[src/rtl/adc_scan_uart.sv]
// Multi-channel ADC scan sequencer: steps the analog mux, handshakes one conversion
// per channel and ships each sample as an async serial frame. Optional parity: ADC_SCAN_UART_PARITY_EN.
module adc_scan_uart #(
  parameter int NUM_CH     = 8,
  parameter int DATA_W     = 8,
  parameter int BAUD_DIV   = 104,
  parameter int SETTLE_CYC = 2
) (
  input  logic                      clock,
  input  logic                      reset,
  input  logic                      eoc,
  input  logic [DATA_W-1:0]         data_in,
  input  logic                      dsr,
  output logic                      soc,
  output logic                      load_dato,
  output logic                      mux_en,
  output logic [$clog2(NUM_CH)-1:0] canale,
  output logic                      data_out,
  output logic                      tx_busy,
  output logic                      error
);
  localparam int CH_W = $clog2(NUM_CH);
`ifdef ADC_SCAN_UART_PARITY_EN
  localparam int NBITS = DATA_W + 3;
`else
  localparam int NBITS = DATA_W + 2;
`endif
  localparam int SW = (SETTLE_CYC > 1) ? $clog2(SETTLE_CYC) : 1;
  localparam int BW = $clog2(BAUD_DIV);
  localparam int NW = $clog2(NBITS);

  typedef enum logic [2:0] {S_MUX, S_SETTLE, S_SOC, S_WAIT, S_LOAD, S_REQ, S_TX} state_t;

  state_t            state_q, state_d;
  logic [SW-1:0]     settle_q, settle_d;
  logic [BW-1:0]     baud_q, baud_d;
  logic [NW-1:0]     bit_q, bit_d;
  logic [NBITS-1:0]  shift_q, shift_d;
  logic [DATA_W-1:0] hold_q, hold_d;
  logic [CH_W-1:0]   canale_q, canale_d;
  logic soc_q, soc_d, load_q, load_d, mux_en_q, mux_en_d;
  logic data_out_q, data_out_d, tx_busy_q, tx_busy_d, error_q, error_d;
  logic [NBITS-1:0]  frame;

  // Transmit order is MSB first: start, data MSB..LSB, [parity], stop.
`ifdef ADC_SCAN_UART_PARITY_EN
  assign frame = {1'b0, hold_q, ^hold_q, 1'b1};
`else
  assign frame = {1'b0, hold_q, 1'b1};
`endif

  always_ff @(posedge clock) begin
    if (reset) begin
      state_q    <= S_MUX;
      settle_q   <= '0;
      baud_q     <= '0;
      bit_q      <= '0;
      shift_q    <= '0;
      hold_q     <= '0;
      canale_q   <= '0;
      soc_q      <= 1'b0;
      load_q     <= 1'b0;
      mux_en_q   <= 1'b0;
      data_out_q <= 1'b1;
      tx_busy_q  <= 1'b0;
      error_q    <= 1'b0;
    end else begin
      state_q    <= state_d;
      settle_q   <= settle_d;
      baud_q     <= baud_d;
      bit_q      <= bit_d;
      shift_q    <= shift_d;
      hold_q     <= hold_d;
      canale_q   <= canale_d;
      soc_q      <= soc_d;
      load_q     <= load_d;
      mux_en_q   <= mux_en_d;
      data_out_q <= data_out_d;
      tx_busy_q  <= tx_busy_d;
      error_q    <= error_d;
    end
  end

  always_comb begin
    state_d    = state_q;
    settle_d   = settle_q;
    baud_d     = baud_q;
    bit_d      = bit_q;
    shift_d    = shift_q;
    hold_d     = hold_q;
    canale_d   = canale_q;
    soc_d      = 1'b0;
    load_d     = 1'b0;
    mux_en_d   = mux_en_q;
    data_out_d = data_out_q;
    tx_busy_d  = tx_busy_q;
    error_d    = error_q;
    unique case (state_q)
      S_MUX: begin
        mux_en_d = 1'b1;
        settle_d = '0;
        state_d  = S_SETTLE;
      end
      S_SETTLE: begin
        if (settle_q == SW'(SETTLE_CYC - 1)) state_d = S_SOC;
        else settle_d = settle_q + SW'(1);
      end
      S_SOC: begin
        soc_d   = 1'b1;
        state_d = S_WAIT;
      end
      S_WAIT: begin
        // Capture on the eoc edge so hold is valid while load_dato is high.
        if (eoc) begin
          hold_d   = data_in;
          load_d   = 1'b1;
          mux_en_d = 1'b0;
          state_d  = S_LOAD;
        end
      end
      S_LOAD, S_REQ: begin
        if (dsr) begin
          error_d    = 1'b0;
          tx_busy_d  = 1'b1;
          data_out_d = frame[NBITS-1];
          shift_d    = frame;
          baud_d     = '0;
          bit_d      = '0;
          state_d    = S_TX;
        end else begin
          error_d = 1'b1;
          state_d = S_REQ;
        end
      end
      S_TX: begin
        if (baud_q == BW'(BAUD_DIV - 1)) begin
          baud_d = '0;
          if (bit_q == NW'(NBITS - 1)) begin
            data_out_d = 1'b1;
            tx_busy_d  = 1'b0;
            canale_d   = (canale_q == CH_W'(NUM_CH - 1)) ? '0 : canale_q + CH_W'(1);
            state_d    = S_MUX;
          end else begin
            bit_d      = bit_q + NW'(1);
            data_out_d = shift_q[NBITS-2];
            shift_d    = shift_q << 1;
          end
        end else begin
          baud_d = baud_q + BW'(1);
        end
      end
      default: state_d = S_MUX;
    endcase
  end

  assign soc       = soc_q;
  assign load_dato = load_q;
  assign mux_en    = mux_en_q;
  assign canale    = canale_q;
  assign data_out  = data_out_q;
  assign tx_busy   = tx_busy_q;
  assign error     = error_q;
endmodule

[config.mk]
export PLATFORM = sky130hd
export DESIGN_NAME = adc_scan_uart
export DESIGN_NICKNAME = d
export VERILOG_FILES = /design/src/rtl/adc_scan_uart.sv
export SDC_FILE = /design/constraint.sdc
export NUM_CORES = 1
export LEC_CHECK = 0
export ABC_AREA = 1
export BUFFER_PORTS_ARGS = -buffer_cell sky130_fd_sc_hd__clkbuf_2
export CAP_MARGIN = 10
export CORE_MARGIN = 5
export CORE_UTILIZATION = 55
export CTS_BUF_LIST = sky130_fd_sc_hd__clkbuf_2 sky130_fd_sc_hd__clkbuf_4 sky130_fd_sc_hd__clkbuf_8
export CTS_CLUSTER_SIZE = 10
export DETAILED_ROUTE_END_ITERATION = 8
export GPL_TIMING_DRIVEN = 0
export PLACE_DENSITY_LB_ADDON = 0.3
export SLEW_MARGIN = 25
export SYNTH_ARGS = -nofsm -noshare
export SYNTH_HDL_FRONTEND = slang
export SYNTH_SLANG_ARGS = --single-unit
[constraint.sdc]
create_clock -name clock -period 4.65 [get_ports clock]
set_clock_uncertainty 0.2 [all_clocks]
set_input_delay 0.93 -clock clock [delete_from_list [all_inputs] [get_ports clock]]
set_output_delay 0.93 -clock clock [all_outputs]
set_load 0.01 [all_outputs]
After elaboration in Yosys (flattened, before gate mapping)
Index checks and enable logic that the tools add are counted. Widths: inputs -> output; s select.

Reduce and logical (&&, ||, !) cells: 14. Add/subtract/negate cells: 4. Mux-type cells: 33. Bitwise gates (word level): 1. Equality and inequality tests: 15.

Operators by type and width (number): $mux 9 (3); $pmux 3 s6 (1); $pmux 9 s2 (1); $mux 3 (5); $mux 7 (2); $pmux 7 s2 (1); $eq 3x3->1 const B (4); $mux 4 (3); $ne 2x2->1 const B (6); $reduce_and 4->1 (3); $mux 1 (11); $pmux 1 s2 (4); $pmux 4 s2 (1); $add 7x1->7 const B (1); $eq 7x7->1 const B (1); $eq 3x2->1 const B (2); $reduce_and 2->1 (3); $reduce_and 3->1 (2); $reduce_bool 2->1 (3); $add 4x1->4 const B (1); $eq 4x4->1 const B (1); $reduce_or 2->1 (2); $add 3x1->3 const B (1); $eq 3x1->1 const B (1); other kinds (4) (4).

Bits in registers: 41. Word-level logic and storage cells: 80.

Depth between registers and ports, before layout
Gate-level depths: netlist of the first run.

Word-level depth: 4. Depth in mapped cells: 10. Depth with buffers taken out: 10.

Worst setup path before layout of the first run
No wires, ideal clock.

Kind: input -> register. Start point: input port eoc. End point: register state_q[1]. Required time: 4341 ps. Library setup time: 109 ps. Buffers on the path: 1. Setup slack: 2675 ps. Cell stages on the path: 8. Data arrival time: 1666 ps. Path through: clkbuf_1 -> inv_1 -> nand2_1 -> o21ai_0 -> nor2_1 -> nand2_1 -> nand2_1 -> inv_1.

Longest elaborated chain between the ends: 2.

Ends and longest elaborated chain: start, declared (RTL line 11) `input logic eoc,`; $ne 2x2->1 (no line); $reduce_and 4->1 (no line); end signal, assigned (RTL line 68) `state_q <= state_d;`; end, declared (RTL line 34) `state_t state_q, state_d;`.

No other way between the ends. A chain may end at the register's enable or synchronous reset.

Worst setup path in the final report of the first run
Start point: register canale_q[0] (netlist: canale[0]). End point: output port canale[0].

RTL lines: start, declared (RTL line 40) `logic [CH_W-1:0] canale_q, canale_d;`; start signal, assigned (RTL line 74) `canale_q <= canale_d;`; end, declared (RTL line 17) `output logic [$clog2(NUM_CH)-1:0] canale,`.

No word-level cell between the ends.

==> flow_metrics.tcl, run 1 <==
set metrics [dict create \
    status "completed" \
    crit_family "flip-flops" \
    dr.pass1.iters 4 \
    syn-num-nets 291 \
    total_power_w 0.000935 \
    antenna_found_initial 0 \
    wl_per_cell_um 10.8 \
    tns_ps 0 \
    ys_seq_area_share_pct 42.8 \
    crit_type "reg -> out" \
    globalRouteTotalUtil_pct 16.9 \
    layout.cells.most_common "nand2_1" \
    synthSimpleGateAreaFrac_pct 34.4 \
    mostFrequentLayoutCells "nand2_1 (71), nor2_1 (45), dfxtp_1 (41), a21oi_1 (23), nand3_1 (22)" \
    ioPinCount 21 \
    yosysUniqueCellTypes 25 \
    num_vias 1728 \
    critPathLaunchType "flip-flop" \
    core_um2 3360 \
    tritoncts "built" \
    synth_xor_area_share_pct 0 \
    synth_fa_ha_area_share_pct 3.26 \
    period_needed_ps 2020 \
    synth_area_per_cell_um2 7.00 \
    initial_core_util_pct 57.1 \
    synth_top_family_by_area "simple AND/OR/NAND/NOR gates" \
    diodes 0 \
    holdBufCountCts 0 \
    clk_pin_slew_ps 120 \
    fin_nets 316 \
    io_buffers 18 \
    synth_cells 274 \
    cts_root_buffer "clkbuf_4" \
    core.rowCount 21 \
    setup_viol 0 \
    dieArea_um2 4770 \
    path_buf_inv 1 \
    critPathSlowestCell "dfxtp_1" \
    max_stage_delay_ps 390 \
    insertion_delay_ps 350 \
    ys_warn_count 0 \
    required_ps 3520 \
    viasPerCell 4.99 \
    finalHoldViolCount 0 \
    htree_levels 2 \
    synth_compound_area_share_pct 11.5 \
    tightest_slew_ps 521 \
    regArea_um2 821 \
    cap_viol_max_count 0 \
    critPathArrivalTime_ps 890 \
    clk_path_buf_depth 2 \
    place_congestion 0.802 \
    timing.fmax_mhz 494 \
    drc 0 \
    power_density_nw_per_um2 434 \
    maxSlewViolCount 0 \
    hp-class "reg -> reg" \
    multi_input_area_um2 945 \
    cp-end-kind "primary output" \
    grt_max_degree 13 \
    period_share_pct 43.5 \
    detail-route-antenna-nets 0 \
    fillCellCount 333 \
    grt_pass1_wl_mm 6.88 \
    numCtsBuffers 5 \
    die_x_um 69.1 \
    drt-initial-drc-count 72 \
    place_hpwl_mm 2.67 \
    ys_seq_elements 41 \
    die_h_um 69.1 \
    grt_setup_unrepaired "false" \
    drive_gt1_share_pct 14.3 \
    post_cts_resized 0 \
    path_max_fanout 4 \
    slew_headroom_pct 65.2 \
    wl_mm 3.75 \
    synth_mux_area_share_pct 0 \
    cp_cell_sequence "clkbuf_2" \
    grt.overflow.total 0 \
    cts.sink_count 41 \
    p_leak_nw 0.971 \
    syn-cell-area_um2 1920 \
    areaGrowthSynthToFinish_pct 12.3 \
    irDropWorstVdd_uv 289 \
    post-cts-setup-buffer-count 0 \
    grt_pass1_vias 1691 \
]
==> power breakdown <==
group / leakage, nW / switching [W] / internal (W)
clock: 0.0489 / 0.000114 / 0.000134
sequential: 0.333 / 0.0000423 / 0.000411
combinational: 0.589 / 0.000144 / 0.0000888
==> state kept, by name (all words and copies together) (netlist names) <==
name and flops:
baud_q 7, error 1, hold_q 8, load_dato 1, settle_q 1, mux_en 1, shift_q 9, state_q 3
soc 1, tx_busy 1, bit_q 4, canale 3, data_out 1
==> kinds of logic (layout without fill, tap and decap cells) <==
kind of cell             after synthesis  count (layout)
AND/OR/NAND/NOR                      151             151
buffers and inverters                 34              60
adder cells (fa/ha/maj)                5               5
AO/OA/AOI/OAI                         43              43
flip-flops                            41              41
==> Yosys cell counts <==
master	instances	area [µm²]
nand3_4	1	17.5
buf_6	2	22.5
buf_4	1	7.51
nand2_4	4	45.0
nand2_2	2	12.5
nor3_1	2	10.0
ha_1	5	62.6
a31oi_1	1	6.26
dfxtp_1	41	821
o21a_1	1	7.51
clkbuf_1	5	18.8
or2_2	1	6.26
inv_2	2	7.51
clkinv_4	1	8.76
o21ai_0	9	45.0
nor2_4	1	11.3
nand2_1	71	267
buf_2	2	10.0
nand4_1	2	12.5
o21ai_1	8	40.0
o21bai_1	1	7.51
nand3_1	22	110
a21oi_1	23	115
nor2_1	45	169
inv_1	21	78.8
==> layout make-up <==
type	count	share of cell area (%)
Clock buffer	7	2.73
Inverter	24	4.41
Clock inverter	1	1.39
Timing Repair Buffer	18	4.18
Sequential cell	41	38.1
Buffer	10	2.73
Multi-Input combinational cell	199	43.8
Tap cell	46	2.67
==> routing by layer <==
metal	vias to the layer above	share of wire [%]	GRT usage (%)	routed length, µm
li1	933	-	-	-
met1	761	49	21.2	1850
met2	27	45	28.1	1690
met3	7	3.8	4.80	141
met4	0	1.5	4.77	57
met5	-	0	0	0
==> final timing paths <==
| path | start | end | slack (ps) | cells after the start |
|---|---|---|---|---|
| max reg2reg | baud_q[0] | shift_q[7] | 2940 | 10 |
| min reg2reg | shift_q[0] | shift_q[0] | 270 | 2 |
| max | canale[0] | canale[0] | 2630 | 1 |
| min | shift_q[0] | shift_q[0] | 270 | 2 |
==> metrics by stage <==
step	hold WS (ps)	setup WS, ps	area, µm²	utilization (%)	std cells
floorplan	239	2680	1920	-	274
global route	294	2570	2160	64.1	346
finish	272	2630	2160	64.1	346
detailed placement	253	2450	2070	61.5	338
CTS	271	2610	2160	64.1	346
global placement	249	2480	2070	61.5	338
No activity file was read; power rests on OpenSTA's default activity.
==> run 2, diff against run 1 <==
--- a/config.mk
+++ b/config.mk
@@ -9,7 +9,7 @@
 export BUFFER_PORTS_ARGS = -buffer_cell sky130_fd_sc_hd__clkbuf_2
 export CAP_MARGIN = 10
 export CORE_MARGIN = 5
-export CORE_UTILIZATION = 55
+export CORE_UTILIZATION = 54
 export CTS_BUF_LIST = sky130_fd_sc_hd__clkbuf_2 sky130_fd_sc_hd__clkbuf_4 sky130_fd_sc_hd__clkbuf_8
 export CTS_CLUSTER_SIZE = 10
 export DETAILED_ROUTE_END_ITERATION = 8
==> constraint.sdc (replaced) <==
create_clock -name clock -period 1.6 [get_ports clock]
set_clock_uncertainty 0.2 [all_clocks]
set_input_delay 0.32 -clock clock [delete_from_list [all_inputs] [get_ports clock]]
set_output_delay 0.32 -clock clock [all_outputs]
set_load 0.01 [all_outputs]
==> flow_metrics.tcl, run 2 (same netlist as run 1, synthesis figures left out) <==
set metrics [dict create \
    p_sw_w 0.000925 \
    timing.fmax_mhz 634 \
    insertion_delay_ps 350 \
    slew_headroom_pct 64.1 \
    core_um2 3390 \
    diodes 0 \
    htree_levels 2 \
    cap_viol_max_count 0 \
    power_frac_seq_pct 46.8 \
    maxSlewViolCount 0 \
    largest_register_ffs 9 \
    place_hpwl_mm 2.65 \
    intPower_w 0.00194 \
    instances_no_fill 352 \
    p_leak_nw 1.04 \
    layout.cells.most_common "nand2_1" \
    areaGrowthSynthToFinish_pct 20.9 \
    ioPinCount 21 \
    tritoncts "built" \
    irDropWorstVdd_uv 783 \
    place_congestion 0.786 \
    path_max_fanout 6 \
    drt-initial-drc-count 61 \
    status "finished, violations left" \
    cts_root_buffer "clkbuf_4" \
    cts.sink_count 41 \
    mostFrequentLayoutCells "nand2_1 (68), nor2_1 (41), dfxtp_1 (33), a21oi_1 (23), nand3_1 (21)" \
    setup_viol 0 \
    grt_setup_unrepaired "true" \
    hold_ws_ps -0.189 \
    multi_input_area_um2 1010 \
    dp.cells 338 \
    reg2reg_slack_ps 20 \
    failed_checks "hold timing" \
    switching_share_pct 32.3 \
    critPathLaunchType "flip-flop" \
    tightest_slew_ps 538 \
    crit_type "reg -> reg" \
    period_needed_ps 1580 \
    numCtsBuffers 5 \
    hp-class "in -> reg" \
    finalHoldViolCount 1 \
    place_area_um2 2070 \
    regArea_um2 841 \
    critPathArrivalTime_ps 1640 \
    drc 0 \
    period_share_pct 98.5 \
    cp-end-kind "flip-flop" \
    grt_max_degree 13 \
    die_x_um 69.6 \
    core.rowCount 21 \
    top_regs "shift_q x9, hold_q x8, baud_q x7" \
    num_vias 1758 \
    power_density_nw_per_um2 1230 \
    drive_gt1_share_pct 23.2 \
    grt.overflow.total 0 \
    grt_pass1_vias 1510 \
    antenna_found_initial 0 \
    top_register "shift_q" \
    detail-route-antenna-nets 0 \
    wl_per_cell_um 11.3 \
    clkPwrFrac_pct 25.4 \
    globalRouteTotalUtil_pct 15.8 \
    initial_core_util_pct 56.6 \
    grt_pass1_wl_mm 6.45 \
    fillCellCount 289 \
    viasPerCell 4.99 \
    dr.pass1.iters 4 \
    fin_nets 322 \
    clk_path_buf_depth 2 \
    wl_mm 3.99 \
    final_area_um2 2320 \
    io_buffers 18 \
    dieArea_um2 4850 \
    required_ps 1670 \
    die_h_um 69.6 \
    tns_ps 0 \
    combPwrFrac_pct 27.8 \
    clk_pin_slew_ps 120 \
]
run 2: layout make-up:
class / instances / area share, %
Sequential cell: 41 / 36.2
Tap cell: 46 / 2.48
Inverter: 24 / 4.20
Timing Repair Buffer: 24 / 6.85
Buffer: 10 / 2.80
Clock buffer: 7 / 2.53
Clock inverter: 1 / 1.29
Multi-Input combinational cell: 199 / 43.6
run 2: what timing repair did:
action | CTS | global route
pin swaps | 0 | 5
resized for setup | 5 | 32
gates cloned | 0 | 2
endpoints found under the setup margin | 20 | 32
hold endpoints to repair | 1 | 0
buffers inserted | 0 | 3
hold buffers | 1 | 0
run 2: final timing paths:
| check | startpoint | to | cells after the start |
|---|---|---|---|
| worst max-delay path | baud_q[0] | shift_q[6] | 9 |
| worst min-delay path | data_in[5] | hold_q[5] | 3 |
| worst max register to register | baud_q[0] | shift_q[6] | 9 |
| worst min register to register | shift_q[0] | shift_q[0] | 2 |
run 2: worst max-delay path, stage by stage (launching register included):
cell	delay (ps)
dfxtp_4	400
ha_4	150
nand2_4	60
inv_2	80
nand3_4	80
nand2_4	120
nand2_8	80
clkbuf_16	160
o21ai_2	110
nor2_1	50
run 2: power groups by stage:
stage	clock network (W)	logic (W)	registers, W
6_report	0.000729	0.000796	0.00134
5_1_grt	0.000783	0.000900	0.00136
4_1_cts	0.000737	0.000676	0.00132
3_5_place_dp	0	0.000671	0.00134
3_3_place_gp	0	0.000659	0.00134
2_1_floorplan	0	0.000509	0.00134
run 2: stage by stage:
stage	total power, W	util [%]	worst slack [ps]
after CTS	0.00273	64.2	9.90
after global routing	0.00305	68.5	-55.3
after detailed placement	0.00201	61.0	-80.9
after global placement	0.00200	61.0	-51.5
final	0.00286	68.5	23.8
after floorplan	0.00185	-	63.1
run 2: layer usage:
metal | global-route usage, % | share of wire [%] | vias to the layer above
met5 | 0 | 0 | -
met2 | 26.4 | 47 | 31
li1 | - | - | 939
met3 | 3.77 | 4.0 | 6
met4 | 5.74 | 1.3 | 0
met1 | 19.9 | 47 | 782
